`src/rtl/ws2812_pkg.sv`:
```
// Shared WS2812 definitions: FSM state encoding, 50 MHz default timing and helpers.
// Also imported by the I2C pixel front end.
package ws2812_pkg;

  typedef enum logic [1:0] {
    ST_IDLE  = 2'd0,
    ST_SEND  = 2'd1,
    ST_LATCH = 2'd2
  } ws_state_t;

  localparam int unsigned DEF_T0H        = 20;
  localparam int unsigned DEF_T1H        = 40;
  localparam int unsigned DEF_T_BIT      = 62;
  localparam int unsigned DEF_RES_CYCLES = 2500;

  localparam int unsigned PIXEL_W = 24;
  localparam int unsigned IDX_W   = $clog2(PIXEL_W);

  function automatic int unsigned max_u(input int unsigned a, input int unsigned b);
    return (a > b) ? a : b;
  endfunction

endpackage

```
`src/rtl/ws2812_bit_tx.sv`:
```
// Single-bit WS2812 waveform generator: high for T0H/T1H cycles, then low to T_BIT.
// A start on the final cycle of a bit chains the next bit without a gap.
module ws2812_bit_tx
  import ws2812_pkg::*;
#(
  parameter int unsigned T0H   = DEF_T0H,
  parameter int unsigned T1H   = DEF_T1H,
  parameter int unsigned T_BIT = DEF_T_BIT,
  parameter int unsigned CNT_W = 8
) (
  input  logic clk,
  input  logic reset,
  input  logic bit_i,
  input  logic start_i,
  output logic led_o,
  output logic done_o
);

  logic             r_active;
  logic             r_bit;
  logic             r_led;
  logic [CNT_W-1:0] r_cnt;
  logic [CNT_W-1:0] w_cnt_inc;
  logic [CNT_W-1:0] w_thr;
  logic             w_last_cycle;

  assign w_cnt_inc    = r_cnt + CNT_W'(1);
  assign w_thr        = r_bit ? CNT_W'(T1H) : CNT_W'(T0H);
  assign w_last_cycle = (r_cnt == CNT_W'(T_BIT - 1));
  assign done_o       = r_active && w_last_cycle;
  assign led_o        = r_led;

  // led is registered from the next counter value so the line changes exactly on a clock edge
  always_ff @(posedge clk) begin
    if (reset) begin
      r_active <= 1'b0;
      r_bit    <= 1'b0;
      r_led    <= 1'b0;
      r_cnt    <= '0;
    end else if (start_i) begin
      r_active <= 1'b1;
      r_bit    <= bit_i;
      r_led    <= 1'b1;
      r_cnt    <= '0;
    end else if (r_active) begin
      if (w_last_cycle) begin
        r_active <= 1'b0;
        r_led    <= 1'b0;
        r_cnt    <= '0;
      end else begin
        r_cnt <= w_cnt_inc;
        r_led <= (w_cnt_inc < w_thr);
      end
    end else begin
      r_led <= 1'b0;
    end
  end

endmodule

```
`src/rtl/ws2812_driver.sv`:
```
// WS2812 pixel driver: accepts 24-bit GRB words, shifts them out MSB first,
// and inserts the latch gap after the last pixel of a frame.
module ws2812_driver
  import ws2812_pkg::*;
#(
  parameter int unsigned T0H        = DEF_T0H,
  parameter int unsigned T1H        = DEF_T1H,
  parameter int unsigned T_BIT      = DEF_T_BIT,
  parameter int unsigned RES_CYCLES = DEF_RES_CYCLES
) (
  input  logic               clk,
  input  logic               reset,
  input  logic [PIXEL_W-1:0] pixel_i,
  input  logic               valid_i,
  input  logic               last_i,
  output logic               ready_o,
  output logic               busy_o,
  output logic               led_o
);

  localparam int unsigned CW = $clog2(max_u(T_BIT, RES_CYCLES) + 1);

  ws_state_t          r_state;
  logic [PIXEL_W-2:0] r_shift;
  logic               r_last;
  logic [IDX_W-1:0]   r_idx;
  logic [CW-1:0]      r_gap;
  logic               r_ready;
  logic               r_busy;

  logic               w_accept;
  logic               w_start;
  logic               w_bit;
  logic               w_done;
  logic               w_led;

  assign w_accept = (r_state == ST_IDLE) && valid_i;
  // Bit 23 goes straight to the bit generator; the shifter only holds bits 22..0
  assign w_start  = w_accept || ((r_state == ST_SEND) && w_done && (r_idx != '0));
  assign w_bit    = (r_state == ST_IDLE) ? pixel_i[PIXEL_W-1] : r_shift[PIXEL_W-2];

  ws2812_bit_tx #(
    .T0H   (T0H),
    .T1H   (T1H),
    .T_BIT (T_BIT),
    .CNT_W (CW)
  ) u_bit_tx (
    .clk     (clk),
    .reset   (reset),
    .bit_i   (w_bit),
    .start_i (w_start),
    .led_o   (w_led),
    .done_o  (w_done)
  );

  always_ff @(posedge clk) begin
    if (reset) begin
      r_state <= ST_IDLE;
      r_shift <= '0;
      r_last  <= 1'b0;
      r_idx   <= '0;
      r_gap   <= '0;
      r_ready <= 1'b1;
      r_busy  <= 1'b0;
    end else begin
      case (r_state)
        ST_IDLE: begin
          if (valid_i) begin
            r_state <= ST_SEND;
            r_shift <= pixel_i[PIXEL_W-2:0];
            r_last  <= last_i;
            r_idx   <= IDX_W'(PIXEL_W - 1);
            r_gap   <= '0;
            r_ready <= 1'b0;
            r_busy  <= 1'b1;
          end
        end
        ST_SEND: begin
          if (w_done) begin
            if (r_idx == '0) begin
              if (r_last) begin
                r_state <= ST_LATCH;
                r_gap   <= '0;
              end else begin
                r_state <= ST_IDLE;
                r_ready <= 1'b1;
                r_busy  <= 1'b0;
              end
            end else begin
              r_idx   <= r_idx - IDX_W'(1);
              r_shift <= {r_shift[PIXEL_W-3:0], 1'b0};
            end
          end
        end
        ST_LATCH: begin
          if (r_gap == CW'(RES_CYCLES - 1)) begin
            r_state <= ST_IDLE;
            r_gap   <= '0;
            r_ready <= 1'b1;
            r_busy  <= 1'b0;
          end else begin
            r_gap <= r_gap + CW'(1);
          end
        end
        default: begin
          r_state <= ST_IDLE;
          r_ready <= 1'b1;
          r_busy  <= 1'b0;
        end
      endcase
    end
  end

  assign ready_o = r_ready;
  assign busy_o  = r_busy;
  assign led_o   = w_led;

endmodule

```
`config.mk`:
```
export PLATFORM = sky130hd
export DESIGN_NAME = ws2812_driver
export DESIGN_NICKNAME = d
export VERILOG_FILES = /design/src/rtl/ws2812_pkg.sv /design/src/rtl/ws2812_bit_tx.sv /design/src/rtl/ws2812_driver.sv
export SDC_FILE = /design/constraint.sdc
export NUM_CORES = 1
export LEC_CHECK = 0
export CAP_MARGIN = 25
export CORE_MARGIN = 3
export CORE_UTILIZATION = 50
export DETAILED_ROUTE_END_ITERATION = 10
export HOLD_SLACK_MARGIN = 0.05
export PLACE_DENSITY = 0.84
export RECOVER_POWER = 50
export SETUP_SLACK_MARGIN = 0.02
export SLEW_MARGIN = 30
export SYNTH_ARGS = -nofsm -noshare
export SYNTH_HDL_FRONTEND = slang
export SYNTH_SLANG_ARGS = --single-unit
```
`constraint.sdc`:
```
create_clock -name clk -period 1.92 [get_ports clk]
set_input_delay 0.192 -clock clk [delete_from_list [all_inputs] [get_ports clk]]
set_output_delay 0.192 -clock clk [all_outputs]
set_load 0.01 [all_outputs]
```
After elaboration in Yosys (flattened, before gate mapping):

Index checks and enable logic that the tools add are counted.

* magnitude comparators: 1
* eq/ne operators: 11
* add/subtract/negate cells: 3
* muxes and demuxes: 41
* reduce and logical (&&, ||, !) cells: 16

Operator list (count)
* 12-bit 2-to-1 mux: 6
* 23-bit 2-to-1 mux: 3
* 23-bit case mux with 2 select lines: 1
* 12-bit case mux with 3 select lines: 1
* 12-bit by 1-bit adder with 12-bit output, second input constant: 2
* 1-bit 2-to-1 mux: 17
* 5-bit 2-to-1 mux: 3
* 12-bit == test, second input constant: 1
* 12-bit by 6-bit == test with 1-bit output, second input constant: 1
* 12-bit less-than comparator: 1
* 2-bit != test, second input constant: 6
* 2-bit 2-to-1 mux: 5
* 5-bit case mux with 2 select lines: 1
* 5-bit AND reduction: 2
* 4-bit AND reduction: 2
* 6-bit 2-to-1 mux: 1
* 1-bit case mux with 3 select lines: 2
* 2-bit case mux with 3 select lines: 1
* 5-bit logical NOT: 1
* 5-bit nonzero test: 1
* 5-bit by 1-bit subtractor with 5-bit output, second input constant: 1
* 1-bit logical AND: 4
* 3-bit nonzero test: 1
* 2-bit by 1-bit == test with 1-bit output, second input constant: 1
* other kinds (7): 7

* bits of input ports: 28
* register bits: 60
* output and inout port bits: 3
* word-level logic and storage cells: 83

Logic depth before layout (Yosys ltp):

* depth after elaboration: 6
* depth in mapped cells: 9
* depth with buffers taken out: 7

By module:

A second synthesis with hierarchy kept.

* cells, all modules: 347
* area, all modules: 3158.0 µm²

By module, submodules not included
* ws2812_driver: cells an instance 234, seq. area each 900.9 µm², times used 1, area an instance 2253.4 µm²
* ws2812_bit_tx: cells an instance 113, seq. area each 300.3 µm², times used 1, area an instance 904.6 µm²

Worst setup path before layout:

OpenSTA, ideal clock, no wires.

* path type: reg-to-reg
* start: reg u_bit_tx.r_cnt[0]
* end: reg r_gap[0]
* path buffers: 2
* stages on the path, launching flop included: 9
* slack: -25 ps
* setup time: 117 ps
* data arrival time: 1828 ps
* required time: 1803 ps
* period minus slack after synthesis: 1945 ps
* path through: dfxtp_1 > ha_1 > nor4b_4 > a41oi_2 > or2_1 > buf_2 > o21bai_1 > buf_2 > nor2_1

* cells in the longest elaborated chain, start to end: 4

Ends and longest elaborated chain
* start: declaration: RTL line ws2812_bit_tx.sv:22 `logic [CNT_W-1:0] r_cnt;`
* start signal: assignment: RTL line ws2812_bit_tx.sv:51 `r_cnt <= w_cnt_inc;`
* 12-bit by 6-bit == test with 1-bit output: RTL line ws2812_bit_tx.sv:29 `assign w_last_cycle = (r_cnt == CNT_W'(T_BIT - 1));`
* 1-bit logical AND: RTL line ws2812_bit_tx.sv:30 `assign done_o = r_active && w_last_cycle;`
* 2-bit != test (no source line)
* 5-bit AND reduction (no source line)
* end signal: assignment: RTL line ws2812_driver.sv:102 `r_gap <= r_gap + CW'(1);`
* end: declaration: RTL line ws2812_driver.sv:27 `logic [CW-1:0] r_gap;`

Every way passes these cells.
A chain may end at the register's enable or synchronous reset.

Worst setup path in the final report:

* start: reg u_bit_tx.r_cnt[1]
* end: reg r_shift[6]

* cells in the longest elaborated chain, start to end: 4

Ends and longest elaborated chain
* 12-bit by 6-bit == test with 1-bit output: RTL line ws2812_bit_tx.sv:29
* 1-bit logical AND: RTL line ws2812_bit_tx.sv:30
* 2-bit != test (no source line)
* 4-bit AND reduction (no source line)
* end signal: assignment: RTL line ws2812_driver.sv:70 `r_shift <= pixel_i[PIXEL_W-2:0];`
* end signal: assignment: RTL line ws2812_driver.sv:91 `r_shift <= {r_shift[PIXEL_W-3:0], 1'b0};`
* end: declaration: RTL line ws2812_driver.sv:24 `logic [PIXEL_W-2:0] r_shift;`

Every way passes these cells.

==> qor.txt <==
outcome -> finished, violations left
failing checks -> negative setup slack
hold crit path type -> input pin to flip-flop
Global Route Usage Sum -> 0.2279
WS Path Type -> flip-flop to flip-flop
site row count -> 26
Synth Register Bits -> 60
CP endpoint kind -> flip-flop
syn avg cell area -> 8.789 um2
Area Growth Syn to Fin -> 35.90%
post-layout power -> 3.126 mW
core footprint -> 5335 um2
PD cells -> 802.7 nW/um2
Setup crit start -> u_bit_tx.r_cnt[1]$_SDFFE_PP0P_
Fmax -> 501.8 MHz
Vias -> 2,814
ANT cells -> 0
Final ANT Viol Nets -> 0
cell area after synthesis -> 2865 um2
placed cell count -> 431
worst vdd rail ir drop -> 0.6932 mV
Overflow after GRT -> 0
Final Skew -> 0.01142 ns
clk root buf -> clkbuf_8
Hold Path Cell Cnt -> 3
final worst setup slack -> -0.07286 ns
Final Hold Vio Count -> 0
Post-synth ARST share -> 0
boundary pin count -> 31
worst skew pair latency -> 0.36 ns
global-route wire length before repair -> 11,670 um
number of global-route vias before repair -> 2,493
hold_buf cts -> 0
max-slew violations -> 0
Die Y -> 81.70 um
synthesized net count -> 362
dominant synthesized flop cell -> dfxtp_1
setup TNS -> -0.1284 ns
Mapped Cells -> 326
FF-to-FF setup slack -> -0.07 ns
largest net degree at the start of global routing -> 25
Initial DRC Count -> 267
CP Data Arrival Time -> 2.22 ns
die width -> 81.70 um
Distinct cells, synth -> 49
clock sink total -> 60
Port Buffers -> 30
Total Wirelength -> 8247 um
Hold Startpoint -> last_i
FF+latch area -> 1206 um2
vias per cell -> 6.185
# H-tree levels -> 3
filler instances -> 372
CP cell instances -> inv_2 > ha_4 > nor4b_4 > a41oi_2 > a21o_4 > clkbuf_16 > a222oi_1 > nor2_1
Reg clk slew, reported paths -> 0.07 ns
max_slew headroom -> 0.6098
footprint of the multi-input gates -> 1730 um2
post-route cell area -> 3894 um2
CTS tree -> yes
post-DP HPWL -> 4703 um
leakage -> 1.448 nW
clock tree buffer depth -> 2
Yosys warnings -> 0
fin crit period -> 1.993 ns
slowest cell delay on critical path -> 0.36 ns
Max Cap Violations -> 0
TritonRoute pass-1 iters -> 5
TritonCTS Buffers -> 9
RSZ-0062 raised after global routing -> true
cell count of the worst reg-to-reg path -> 8
Post-route DRC -> 0
share of layout cells above drive strength 1 -> 0.2390
routability cong. -> 0.9093
Setup crit start kind -> flip-flop
critical path peak fanout -> 6
initial antenna violation count -> 0
average routed wire per standard cell -> 18.13 um
Finished Layout Cells -> 455
DP Area -> 3369 um2
EDFF count, synth -> 0
Worst EP required -> 2.15 ns
worst slack, placed -> -0.07405 ns
Final #Nets -> 416
Worst Hold End -> r_last$_SDFFE_PP0P_
worst-margin pin slew -> 0.5835 ns
CP max stage cell -> a222oi_1
final setup fails -> 4
r2r endpoint -> r_shift[6]$_SDFFE_PP0P_
Die ar. -> 6675 um2
crit share post-route -> 1.038
Seq/Total Area, Yosys -> 0.4192
initial core utilization -> 0.5371
reg2reg start -> u_bit_tx.r_cnt[1]$_SDFFE_PP0P_
## Yosys cell counts (3+ instances only)
library cell | count | area share
a21oi_1 | 16 | 0.028
a222oi_1 | 22 | 0.077
a311oi_1 | 3 | 0.0092
and3_1 | 6 | 0.013
buf_2 | 12 | 0.021
clkbuf_1 | 10 | 0.013
dfxtp_1 | 60 | 0.42
ha_1 | 8 | 0.035
inv_1 | 8 | 0.010
nand2_1 | 17 | 0.022
nand2b_1 | 5 | 0.011
nand3_1 | 19 | 0.033
nand4_1 | 6 | 0.013
nor2_1 | 53 | 0.069
nor3_1 | 9 | 0.016
nor4_1 | 6 | 0.013
o21ai_0 | 8 | 0.014
xnor2_1 | 15 | 0.046
xor2_1 | 5 | 0.015
## through the flow
stage                 util  hold slack [ns]
global route        0.7298           0.4264
floorplan                -           0.3280
CTS                 0.6796           0.4167
finish              0.7298           0.4120
detailed placement  0.6316           0.4446
global placement    0.6316           0.4326
## per-layer routing
metal  up-vias  routed length, um  global-route usage
met5         -                  0                   0
met4         0                253              0.1030
met3        24                548             0.06250
met2       124               4106              0.3681
met1      1351               3337              0.2832
li1       1315                  -                   -
## worst max-delay path by stage
stage | to | slack (ns) | cells after the start
after floorplan | u_bit_tx.led_o$_SDFF_PP0_ | 0.03 | 9
after global placement | r_shift[12]$_SDFFE_PP0P_ | 0.007 | 8
after detailed placement | r_shift[13]$_SDFFE_PP0P_ | -0.07 | 8
after CTS | r_shift[20]$_SDFFE_PP0P_ | -0.02 | 8
after global routing | r_shift[6]$_SDFFE_PP0P_ | -0.22 | 8
final | r_shift[6]$_SDFFE_PP0P_ | -0.07 | 8
## registers in the layout, indices dropped and copies added (netlist names)
name,cells
u_bit_tx.r_cnt,12
u_bit_tx.r_bit,1
r_shift,23
r_state,2
busy_o,1
u_bit_tx.r_active,1
r_gap,12
r_last,1
ready_o,1
u_bit_tx.led_o,1
r_idx,5
## layout by cell type (no fill, tap or decap), types with 5 or more instances in the layout
cell             instances
xor2_1                   5
xnor2_1                 15
nand2_1                 16
ha_1                     5
a222oi_1                22
clkbuf_8                10
clkdlybuf4s50_1         30
nand2b_1                 5
inv_1                    5
nor2_1                  50
a21oi_1                 14
nor3_1                   6
nand4_1                  6
dfxtp_1                 56
o21ai_0                  6
buf_4                   28
nand3_1                 19
## kinds of logic after synthesis
group,after synthesis,share of synthesized area
simple gates,139,0.2476
fa+ha+maj,8,0.03494
xor+xnor,20,0.06114
compound gates,65,0.1777
buf+inv,31,0.04847
flops,60,0.4192
mux,3,0.01092
## worst max-delay path, delay by kind of cell (launching register included)
| family | cells | cell delay, ns |
|---|---|---|
| AND/OR/NAND/NOR | 2 | 0.34 |
| flip-flops | 1 | 0.33 |
| adder cells (fa/ha/maj) | 1 | 0.12 |
| buffers and inverters | 2 | 0.24 |
| AO/OA/AOI/OAI | 3 | 0.85 |
## cell type report
cell class / count / share of cell area
flip-flops and latches: 60 / 0.3098
clock buffers: 12 / 0.03728
inverters: 8 / 0.007712
well taps: 70 / 0.02249
multi-input cells: 235 / 0.4444
clock inverters: 4 / 0.01253
repair buffers: 66 / 0.1658
## repair_timing
action	CTS	global route
setup endpoints to repair	27	53
gates cloned	0	3
gates resized for setup	12	44
pin swaps	6	25
setup buffers	1	4
## power by group
group / total, mW / leakage, nW / switching (mW) / internal [mW]
clock: 1.15 / 0.100 / 0.516 / 0.633
combinational: 0.601 / 0.856 / 0.301 / 0.300
sequential: 1.38 / 0.492 / 0.0603 / 1.31
(Power assumes the default switching activity.)
